--- src/rtl/debug_proto_pkg.sv ---
// Shared definitions for the debug-unit byte protocol: command bytes, dump framing and
// the state encoding used by both the host driver and the on-chip debug unit.
package debug_proto_pkg;

  localparam logic [7:0] CMD_LOAD = 8'h4C;
  localparam logic [7:0] CMD_CONT = 8'h43;
  localparam logic [7:0] CMD_STEP = 8'h53;

  localparam int unsigned BYTES_PER_WORD = 4;
  localparam int unsigned DUMP_WORDS     = 65;
  localparam int unsigned STATE_W        = 10;

  // IDLE is all-zero so the LED bank is dark and every output reads 0 out of reset;
  // every other state owns one bit.
  typedef enum logic [STATE_W-1:0] {
    ST_IDLE       = 10'h000,
    ST_TX_LOAD    = 10'h002,
    ST_TX_LEN     = 10'h004,
    ST_PROG_FETCH = 10'h008,
    ST_TX_PROG    = 10'h010,
    ST_TX_EXEC    = 10'h020,
    ST_RX_DUMP    = 10'h040,
    ST_STEP_WAIT  = 10'h080,
    ST_DONE       = 10'h100,
    ST_ERROR      = 10'h200
  } state_e;

endpackage

--- src/rtl/dump_word_assembler.sv ---
// Packs the returned dump byte stream (MSB first) into words and emits one capture
// strobe per completed word; o_done accompanies the strobe of the final word.
module dump_word_assembler import debug_proto_pkg::*; #(
  parameter int unsigned BYTE      = 8,
  parameter int unsigned DWORD     = 32,
  parameter int unsigned CAP_ADDR  = 7,
  parameter int unsigned NUM_WORDS = DUMP_WORDS
) (
  input  logic                i_clock,
  input  logic                i_reset,
  input  logic                i_clear,
  input  logic                i_byte_valid,
  input  logic [BYTE-1:0]     i_byte,
  output logic                o_cap_we,
  output logic [CAP_ADDR-1:0] o_cap_addr,
  output logic [DWORD-1:0]    o_cap_data,
  output logic                o_done
);

  localparam int unsigned CNT_W   = $clog2(BYTES_PER_WORD);
  localparam int unsigned SHIFT_W = DWORD - BYTE;

  logic [SHIFT_W-1:0]  shift_q, shift_d;
  logic [CNT_W-1:0]    byte_cnt_q, byte_cnt_d;
  logic [CAP_ADDR-1:0] word_idx_q, word_idx_d;
  logic                cap_we_q, cap_we_d;
  logic [CAP_ADDR-1:0] cap_addr_q, cap_addr_d;
  logic [DWORD-1:0]    cap_data_q, cap_data_d;
  logic                done_q, done_d;

  always_comb begin
    shift_d    = shift_q;
    byte_cnt_d = byte_cnt_q;
    word_idx_d = word_idx_q;
    cap_we_d   = 1'b0;
    cap_addr_d = cap_addr_q;
    cap_data_d = cap_data_q;
    done_d     = 1'b0;
    if (i_clear) begin
      shift_d    = '0;
      byte_cnt_d = '0;
      word_idx_d = '0;
    end else if (i_byte_valid) begin
      shift_d = {shift_q[SHIFT_W-BYTE-1:0], i_byte};
      if (byte_cnt_q == CNT_W'(BYTES_PER_WORD - 1)) begin
        byte_cnt_d = '0;
        cap_we_d   = 1'b1;
        cap_addr_d = word_idx_q;
        cap_data_d = {shift_q, i_byte};
        word_idx_d = word_idx_q + 1'b1;
        done_d     = (word_idx_q == CAP_ADDR'(NUM_WORDS - 1));
      end else begin
        byte_cnt_d = byte_cnt_q + 1'b1;
      end
    end
  end

  always_ff @(posedge i_clock) begin
    if (!i_reset) begin
      shift_q    <= '0;
      byte_cnt_q <= '0;
      word_idx_q <= '0;
      cap_we_q   <= 1'b0;
      cap_addr_q <= '0;
      cap_data_q <= '0;
      done_q     <= 1'b0;
    end else begin
      shift_q    <= shift_d;
      byte_cnt_q <= byte_cnt_d;
      word_idx_q <= word_idx_d;
      cap_we_q   <= cap_we_d;
      cap_addr_q <= cap_addr_d;
      cap_data_q <= cap_data_d;
      done_q     <= done_d;
    end
  end

  assign o_cap_we   = cap_we_q;
  assign o_cap_addr = cap_addr_q;
  assign o_cap_data = cap_data_q;
  assign o_done     = done_q;

endmodule

--- src/rtl/debug_host_driver.sv ---
// On-chip debug host: streams a ROM program to the debug unit over the UART byte
// handshake, issues run/step, and captures the returned dump as words.
module debug_host_driver import debug_proto_pkg::*; #(
  parameter int unsigned BYTE           = 8,
  parameter int unsigned DWORD          = 32,
  parameter int unsigned PROG_ADDR      = 8,
  parameter int unsigned REG_WORDS      = 32,
  parameter int unsigned MEM_WORDS      = 32,
  parameter int unsigned CAP_ADDR       = 7,
  parameter int unsigned TIMEOUT_CYCLES = 2000000,
  parameter int unsigned STATE_SIZE     = 10
) (
  input  logic                  i_clock,
  input  logic                  i_reset,
  input  logic                  i_start,
  input  logic                  i_step_mode,
  input  logic                  i_step,
  input  logic                  i_abort,
  input  logic [PROG_ADDR-1:0]  i_prog_len,
  output logic [PROG_ADDR-1:0]  o_prog_addr,
  input  logic [BYTE-1:0]       i_prog_data,
  output logic [BYTE-1:0]       o_tx_data,
  output logic                  o_tx_start,
  input  logic                  i_tx_done,
  input  logic [BYTE-1:0]       i_rx_data,
  input  logic                  i_rx_done,
  output logic                  o_cap_we,
  output logic [CAP_ADDR-1:0]   o_cap_addr,
  output logic [DWORD-1:0]      o_cap_data,
  output logic                  o_busy,
  output logic                  o_done,
  output logic                  o_error,
  output logic [STATE_SIZE-1:0] o_state
);

  localparam int unsigned NUM_WORDS = 1 + REG_WORDS + MEM_WORDS;
  localparam int unsigned TO_W      = $clog2(TIMEOUT_CYCLES + 1);

  state_e               state_q, state_d;
  logic                 step_mode_q, step_mode_d;
  logic                 error_q, error_d;
  logic                 fetch_wait_q, fetch_wait_d;
  logic [PROG_ADDR-1:0] prog_addr_q, prog_addr_d;
  logic [PROG_ADDR-1:0] sent_q, sent_d;
  logic [BYTE-1:0]      tx_data_q, tx_data_d;
  logic                 tx_start_q, tx_start_d;
  logic [TO_W-1:0]      idle_q, idle_d;

  logic                 tx_done_ok;
  logic [BYTE-1:0]      exec_cmd;
  logic                 asm_clear;
  logic                 asm_valid;
  logic                 asm_done;

  // A done tick coinciding with our own start pulse cannot belong to this byte.
  assign tx_done_ok = i_tx_done && !tx_start_q;
  assign exec_cmd   = step_mode_q ? BYTE'(CMD_STEP) : BYTE'(CMD_CONT);
  assign asm_valid  = i_rx_done && (state_q == ST_RX_DUMP) && !asm_done;

  always_comb begin
    state_d      = state_q;
    step_mode_d  = step_mode_q;
    error_d      = error_q;
    fetch_wait_d = fetch_wait_q;
    prog_addr_d  = prog_addr_q;
    sent_d       = sent_q;
    tx_data_d    = tx_data_q;
    tx_start_d   = 1'b0;
    idle_d       = '0;
    asm_clear    = 1'b0;
    case (state_q)
      ST_IDLE, ST_DONE, ST_ERROR: begin
        if (i_start) begin
          step_mode_d = i_step_mode;
          error_d     = 1'b0;
          prog_addr_d = '0;
          sent_d      = '0;
          state_d     = ST_TX_LOAD;
          tx_start_d  = 1'b1;
          tx_data_d   = BYTE'(CMD_LOAD);
        end
      end
      ST_TX_LOAD: begin
        if (tx_done_ok) begin
          state_d    = ST_TX_LEN;
          tx_start_d = 1'b1;
          tx_data_d  = BYTE'(i_prog_len);
        end
      end
      ST_TX_LEN: begin
        if (tx_done_ok) begin
          if (i_prog_len == '0) begin
            state_d    = ST_TX_EXEC;
            tx_start_d = 1'b1;
            tx_data_d  = exec_cmd;
          end else begin
            state_d      = ST_PROG_FETCH;
            fetch_wait_d = 1'b0;
          end
        end
      end
      ST_PROG_FETCH: begin
        // First cycle lets the ROM register the address; the second captures its data.
        if (fetch_wait_q) begin
          fetch_wait_d = 1'b0;
          state_d      = ST_TX_PROG;
          tx_start_d   = 1'b1;
          tx_data_d    = i_prog_data;
        end else begin
          fetch_wait_d = 1'b1;
        end
      end
      ST_TX_PROG: begin
        if (tx_done_ok) begin
          prog_addr_d = prog_addr_q + 1'b1;
          sent_d      = sent_q + 1'b1;
          if (sent_d == i_prog_len) begin
            state_d    = ST_TX_EXEC;
            tx_start_d = 1'b1;
            tx_data_d  = exec_cmd;
          end else begin
            state_d = ST_PROG_FETCH;
          end
        end
      end
      ST_TX_EXEC: begin
        if (tx_done_ok) begin
          state_d   = ST_RX_DUMP;
          asm_clear = 1'b1;
        end
      end
      ST_RX_DUMP: begin
        if (asm_done) begin
          state_d = step_mode_q ? ST_STEP_WAIT : ST_DONE;
        end else if (i_rx_done) begin
          idle_d = '0;
        end else if (idle_q == TO_W'(TIMEOUT_CYCLES - 1)) begin
          state_d = ST_ERROR;
          error_d = 1'b1;
        end else begin
          idle_d = idle_q + 1'b1;
        end
      end
      ST_STEP_WAIT: begin
        if (i_abort) begin
          state_d = ST_IDLE;
        end else if (i_step) begin
          state_d    = ST_TX_EXEC;
          tx_start_d = 1'b1;
          tx_data_d  = BYTE'(CMD_STEP);
        end
      end
      default: state_d = ST_IDLE;
    endcase
  end

  always_ff @(posedge i_clock) begin
    if (!i_reset) begin
      state_q      <= ST_IDLE;
      step_mode_q  <= 1'b0;
      error_q      <= 1'b0;
      fetch_wait_q <= 1'b0;
      prog_addr_q  <= '0;
      sent_q       <= '0;
      tx_data_q    <= '0;
      tx_start_q   <= 1'b0;
      idle_q       <= '0;
    end else begin
      state_q      <= state_d;
      step_mode_q  <= step_mode_d;
      error_q      <= error_d;
      fetch_wait_q <= fetch_wait_d;
      prog_addr_q  <= prog_addr_d;
      sent_q       <= sent_d;
      tx_data_q    <= tx_data_d;
      tx_start_q   <= tx_start_d;
      idle_q       <= idle_d;
    end
  end

  dump_word_assembler #(
    .BYTE      (BYTE),
    .DWORD     (DWORD),
    .CAP_ADDR  (CAP_ADDR),
    .NUM_WORDS (NUM_WORDS)
  ) u_asm (
    .i_clock      (i_clock),
    .i_reset      (i_reset),
    .i_clear      (asm_clear),
    .i_byte_valid (asm_valid),
    .i_byte       (i_rx_data),
    .o_cap_we     (o_cap_we),
    .o_cap_addr   (o_cap_addr),
    .o_cap_data   (o_cap_data),
    .o_done       (asm_done)
  );

  assign o_prog_addr = prog_addr_q;
  assign o_tx_data   = tx_data_q;
  assign o_tx_start  = tx_start_q;
  assign o_busy      = !(state_q inside {ST_IDLE, ST_DONE, ST_ERROR});
  assign o_done      = (state_q == ST_DONE);
  assign o_error     = error_q;
  assign o_state     = STATE_SIZE'(state_q);

endmodule

--- config.mk ---
export PLATFORM = sky130hd
export DESIGN_NAME = debug_host_driver
export DESIGN_NICKNAME = d
export VERILOG_FILES = /design/src/rtl/debug_proto_pkg.sv /design/src/rtl/dump_word_assembler.sv /design/src/rtl/debug_host_driver.sv
export SDC_FILE = /design/constraint.sdc
export NUM_CORES = 1
export LEC_CHECK = 0
export ABC_CLOCK_PERIOD_IN_PS = 3040
export CAP_MARGIN = 15
export CORE_ASPECT_RATIO = 2
export CORE_MARGIN = 2
export CORE_UTILIZATION = 60
export DETAILED_ROUTE_END_ITERATION = 8
export DONT_BUFFER_PORTS = 1
export PLACE_DENSITY = 0.86
export SYNTH_ARGS = -nofsm -noshare
export SYNTH_HDL_FRONTEND = slang
export SYNTH_HIERARCHICAL = 1
export SYNTH_SLANG_ARGS = --single-unit
--- constraint.sdc ---
create_clock -name i_clock -period 3.04 [get_ports i_clock]
set_input_delay 0.608 -clock i_clock [delete_from_list [all_inputs] [get_ports i_clock]]
set_output_delay 0.608 -clock i_clock [all_outputs]
set_load 0.01 [all_outputs]
After elaboration in Yosys (flattened, before gate mapping):

Cells that the tools add are included.

* bits in registers: 133
* latch bits: 0
* RAM bits: 0
* ROM bits: 0
* input port bits: 32
* memories: 0

* $add $sub $neg: 5
* multiply operators: 0
* divide/modulo/power cells: 0
* magnitude comparators: 0
* eq/ne operators: 30
* shift-type cells: 0
* muxes and demuxes: 53
* bitwise gates (word level): 5
* reduce and logical (&&, ||, !) cells: 26

Operator list (count)
* 2-to-1 mux 10 bit: 11
* 2-to-1 mux 8 bit: 12
* case mux 10 bit (8 select lines): 1
* case mux 8 bit (6 select lines): 1
* case mux 8 bit (2 select lines): 2
* != test 2 bit (second input constant): 13
* adder 21 x 1 -> 21 bit (second input constant): 1
* equality test 21 bit (second input constant): 1
* 2-to-1 mux 1 bit: 18
* adder 8 x 1 -> 8 bit (second input constant): 2
* 2-to-1 mux 6 bit: 2
* equality test 10 bit (second input constant): 1
* equality test 10 x 2 -> 1 bit (second input constant): 1
* equality test 10 x 3 -> 1 bit (second input constant): 1
* equality test 10 x 4 -> 1 bit (second input constant): 1
* equality test 10 x 5 -> 1 bit (second input constant): 1
* equality test 10 x 6 -> 1 bit (second input constant): 1
* equality test 10 x 7 -> 1 bit (second input constant): 1
* equality test 10 x 8 -> 1 bit (second input constant): 1
* equality test 10 x 9 -> 1 bit (second input constant): 1
* logical NOT 10 bit: 1
* AND reduction 10 bit: 1
* 2-to-1 mux 9 bit: 1
* AND reduction 3 bit: 3
* 27 further kinds: 40

Depth between registers and ports, before layout:

* word-level depth: 6
* mapped depth: 11

Cells and area by module:

The synthesis kept the hierarchy.

Modules (own cells, without submodules)
* debug_host_driver: instances 1, cells an instance 399, area an instance 3367.0 µm²
* dump_word_assembler: instances 1, cells an instance 303, area an instance 2770.2 µm²

Least setup slack after synthesis:

OpenSTA, ideal clock, no wires.

* path kind: register to register
* start point: reg state_q[3], in the netlist o_state[3]
* end point: reg u_asm.shift_q[10]
* library setup time: 128 ps
* data arrival time: 2306 ps
* data required time: 2912 ps
* path slack: 606 ps
* cell stages (with the launch flop): 10
* clock period less this slack: 2434 ps
* cells stage by stage: dfxtp_1 -> buf_2 -> or4_4 -> nor4_4 -> and2_1 -> clkbuf_2 -> buf_2 -> buf_4 -> mux2i_1 -> nor2_1

* longest elaborated chain between the ends: 3
* elaborated cells on any way between the ends: 6

Ends and longest elaborated chain
* start, declared: line debug_host_driver.sv:39 `state_e state_q, state_d;`
* start signal, assigned: line debug_host_driver.sv:169 `state_q <= state_d;`
* equality test 10 x 7 -> 1 bit: line debug_host_driver.sv:58 `assign asm_valid = i_rx_done && (state_q == ST_RX_DUMP) && !asm_done;`
* logical AND 1 bit (2 in series): line debug_host_driver.sv:58
* named net asm_valid: line debug_host_driver.sv:52 `logic asm_valid;`
* end signal, assigned: line dump_word_assembler.sv:68 `shift_q <= shift_d;`
* end, declared: line dump_word_assembler.sv:23 `logic [SHIFT_W-1:0] shift_q, shift_d;`

The timed path passes the listed nets, and every way through them passes these cells.
A chain may end at the register's enable or synchronous reset.

Worst setup path after layout:

* start point: reg state_q[5], in the netlist o_state[5]
* end point: out o_done

* longest elaborated chain between the ends: 1

Ends and longest elaborated chain
* equality test 10 x 9 -> 1 bit: line debug_host_driver.sv:202 `assign o_done = (state_q == ST_DONE);`
* end, declared: line debug_host_driver.sv:31 `output logic o_done,`

Every way passes these cells.

==> results.json <==
{
  "status": "finished, final reports clean",
  "grt_max_degree": 80,
  "drtAntennaViolNets": 0,
  "finalClockSkew_ns": 0.007788,
  "synth_top_family_by_area": "simple AND/OR/NAND/NOR gates",
  "setup_viol": 0,
  "synth-compound-area-share_pct": 13.37,
  "leakage_nw": 2.335,
  "grt.total_usage_pct": 30.05,
  "r2r_start": "o_state[9]",
  "cp_slowest_cell": "nor2_1",
  "worst-path-max-fanout": 9,
  "synth_cell_type_count": 72,
  "rsz0062_at_grt": "no",
  "synth_xor_area_share_pct": 5.280,
  "synthArstFlopShare_pct": 0,
  "syn_inst": 702,
  "fmax_mhz": 383.8,
  "drv_slew": 0,
  "worst_slew_pin_slew_ns": 0.6802,
  "gr-total-overflow": 0,
  "grt_antenna_before_repair": 0,
  "clkSinkCount": 132,
  "wl_per_cell_um": 18.58,
  "hpwl_um": 11180,
  "start_util_pct": 61.25,
  "ys.flop_type": "dfxtp_1",
  "drt_wl_total_um": 15720,
  "met2_usage_pct": 51.04,
  "path_class": "reg2out",
  "io_pins": 102,
  "synth_adder_area_share_pct": 1.223,
  "synth-simple-area-share_pct": 27.77,
  "cts_tree": "built",
  "grt_busiest_layer": "met2",
  "path_cells": "nor2_1, nand2_1, nor4b_1, buf_4",
  "clockRootBuffer": "clkbuf_16",
  "post-cts-setup-buffers": 0,
  "drc": 0,
  "syn_nets": 740,
  "syn_area_per_cell_um2": 8.742,
  "grt_pass1_vias": 5394,
  "maxCapViolCount": 0,
  "critPathLaunchType": "flip-flop",
  "synth_most_common_cell": "dfxtp_1",
  "first_pass_iters": 5,
  "synthTopCellsByArea": "dfxtp_1, nand2_1, mux2i_1, nor2_1, a21boi_0",
  "port_buffers": 0,
  "hold_end": "o_state[6]",
  "ctsResizeCount": 0,
  "hold_viol": 0,
  "cts_buffers": 17,
  "insertion_delay_ns": 0.42,
  "antenna_cells": 0,
  "min_from": "i_reset",
  "cts_hold_buf": 0,
  "hold_path.class": "in2reg",
  "hold_depth": 1,
  "synth.top_cells.by_count": "dfxtp_1, nand2_1, nor2_1",
  "met3_usage_pct": 11.32,
  "die_w_um": 75.52,
  "ys_ff_latch": 132,
  "gp_congestion": 0.9507,
  "drt_iter0_markers": 384,
  "p_per_area_nw_per_um2": 684.3,
  "slowest_delay_ns": 0.48,
  "cts_htree_levels": 4,
  "syn_area_um2": 6137,
  "tns_ns": 0,
  "ys_warn_count": 6,
  "worst_ep_required_time_ns": 2.43,
  "clockBufferDepth": 2,
  "ir_drop_mv": 0.5097,
  "dieArea_um2": 11100,
  "synth_edf_count": 0,
  "synth_area_leader_cell": "dfxtp_1",
  "synthMuxAreaShare_pct": 5.382,
  "design_area_um2": 6833,
  "via_per_inst": 6.165,
  "fin_util_pct": 68.19,
  "layout-drive-gt1-share_pct": 9.705,
  "regToRegSetupSlack_ns": 0.46,
  "crit_arrival_ns": 2.00,
  "met1_usage_pct": 28.09,
  "end_kind": "output port",
  "maxSlewHeadroom_pct": 54.41,
  "core_area_um2": 10020,
  "fin_nets": 736,
  "area_growth_syn_to_layout_pct": 11.34,
  "die_h_um": 147.0,
  "grt_pass1_wl_um": 25500,
  "crit_family": "simple AND/OR/NAND/NOR gates",
  "placed_cell_area_um2": 6226,
  "synth_top_area_share_pct": 43.06,
  "crit_buf_inv": 1,
  "seq_area_frac_synth_pct": 43.06,
  "worstReg2RegEnd": "u_asm/o_cap_data[13]",
  "period_minus_slack_ns": 2.605,
  "cts.clk_slew.worst_paths_ns": 0.06,
  "fin_crit_sh_pct": 85.70,
  "dr_total_vias": 5216,
  "num_rows": 52,
  "ff2ff_path_depth": 7
}
==> cell usage in the layout (no fill, tap or decap), types with 11 or more instances in the layout <==
cell	synthesis	layout
a21oi_1	21	21
buf_4	6	13
nand3_1	17	17
nand2_1	120	120
dfxtp_1	132	132
xor2_1	18	18
nor3_1	16	16
clkbuf_16	0	17
nor2b_1	11	11
xnor2_1	19	19
a21boi_1	14	14
mux2i_1	33	33
o21ai_0	15	15
nor2_1	77	77
a21boi_0	33	33
==> cell type report <==
| type | instances | area [um2] |
|---|---|---|
| repair buffers | 14 | 117.6 |
| fillers | 783 | 3187 |
| clock inverters | 11 | 136.4 |
| multi-input cells | 523 | 3259 |
| clock buffers | 21 | 470.5 |
| flip-flops and latches | 132 | 2643 |
| well taps | 135 | 168.9 |
| inverters | 10 | 37.54 |
==> worst register-to-register path: cells and delay by family (launching register included) <==
family                 cells  cell delay (ns)
AND/OR/NAND/NOR            5             1.47
flip-flops                 1             0.39
buffers and inverters      1             0.35
AO/OA/AOI/OAI              1             0.26
==> worst max-delay path by stage <==
stage / from / endpoint / slack [ns] / cells past startpoint
2_1_floorplan: o_state[3] / u_asm/shift_q[10] / 0.61 / 9
5_1_grt: o_state[5] / sent_q[6] / 0.22 / 6
3_5_place_dp: o_state[9] / u_asm/o_cap_data[15] / 0.55 / 7
4_1_cts: o_state[1] / o_done / 0.43 / 5
3_3_place_gp: sent_q[0] / o_tx_data[1] / 0.61 / 7
6_report: o_state[5] / o_done / 0.43 / 4
==> registers in the layout, indices dropped and copies added, names as in the netlist <==
name,count
fetch_wait_q,1
idle_q,21
o_error,1
o_prog_addr,8
o_state,9
o_tx_data,8
o_tx_start,1
sent_q,8
step_mode_q,1
u_asm/byte_cnt_q,2
u_asm/o_cap_addr,7
u_asm/o_cap_data,32
u_asm/o_cap_we,1
u_asm/o_done,1
u_asm/shift_q,24
u_asm/word_idx_q,7
==> routing by layer <==
metal,vias up,share of wire (%)
li1,2433,-
met4,0,7.3
met5,-,0
met1,2456,33
met3,92,7.4
met2,235,52
==> cells by family after synthesis <==
logic type / after synthesis
xor+xnor: 37
simple gates: 330
buf+inv: 47
other cells: 1
fa+ha+maj: 6
compound gates: 116
flops: 132
mux: 33
==> stage by stage <==
stage | cells | setup slack (ns) | hold slack [ns] | total power [mW]
6_report | 846 | 0.4347 | 0.3247 | 4.675
5_1_grt | 846 | 0.2199 | 0.3150 | 4.839
4_1_cts | 846 | 0.4256 | 0.3148 | 4.686
3_5_place_dp | 814 | 0.5486 | 0.4496 | 2.589
3_3_place_gp | 814 | 0.6052 | 0.4300 | 2.576
2_1_floorplan | 702 | 0.6064 | 0.4179 | 2.440
==> power by group <==
group / internal, mW / switching [mW] / total (mW)
sequential: 1.79 / 0.0610 / 1.85
combinational: 0.295 / 0.431 / 0.726
clock: 1.29 / 0.811 / 2.10
(Power assumes the default switching activity.)
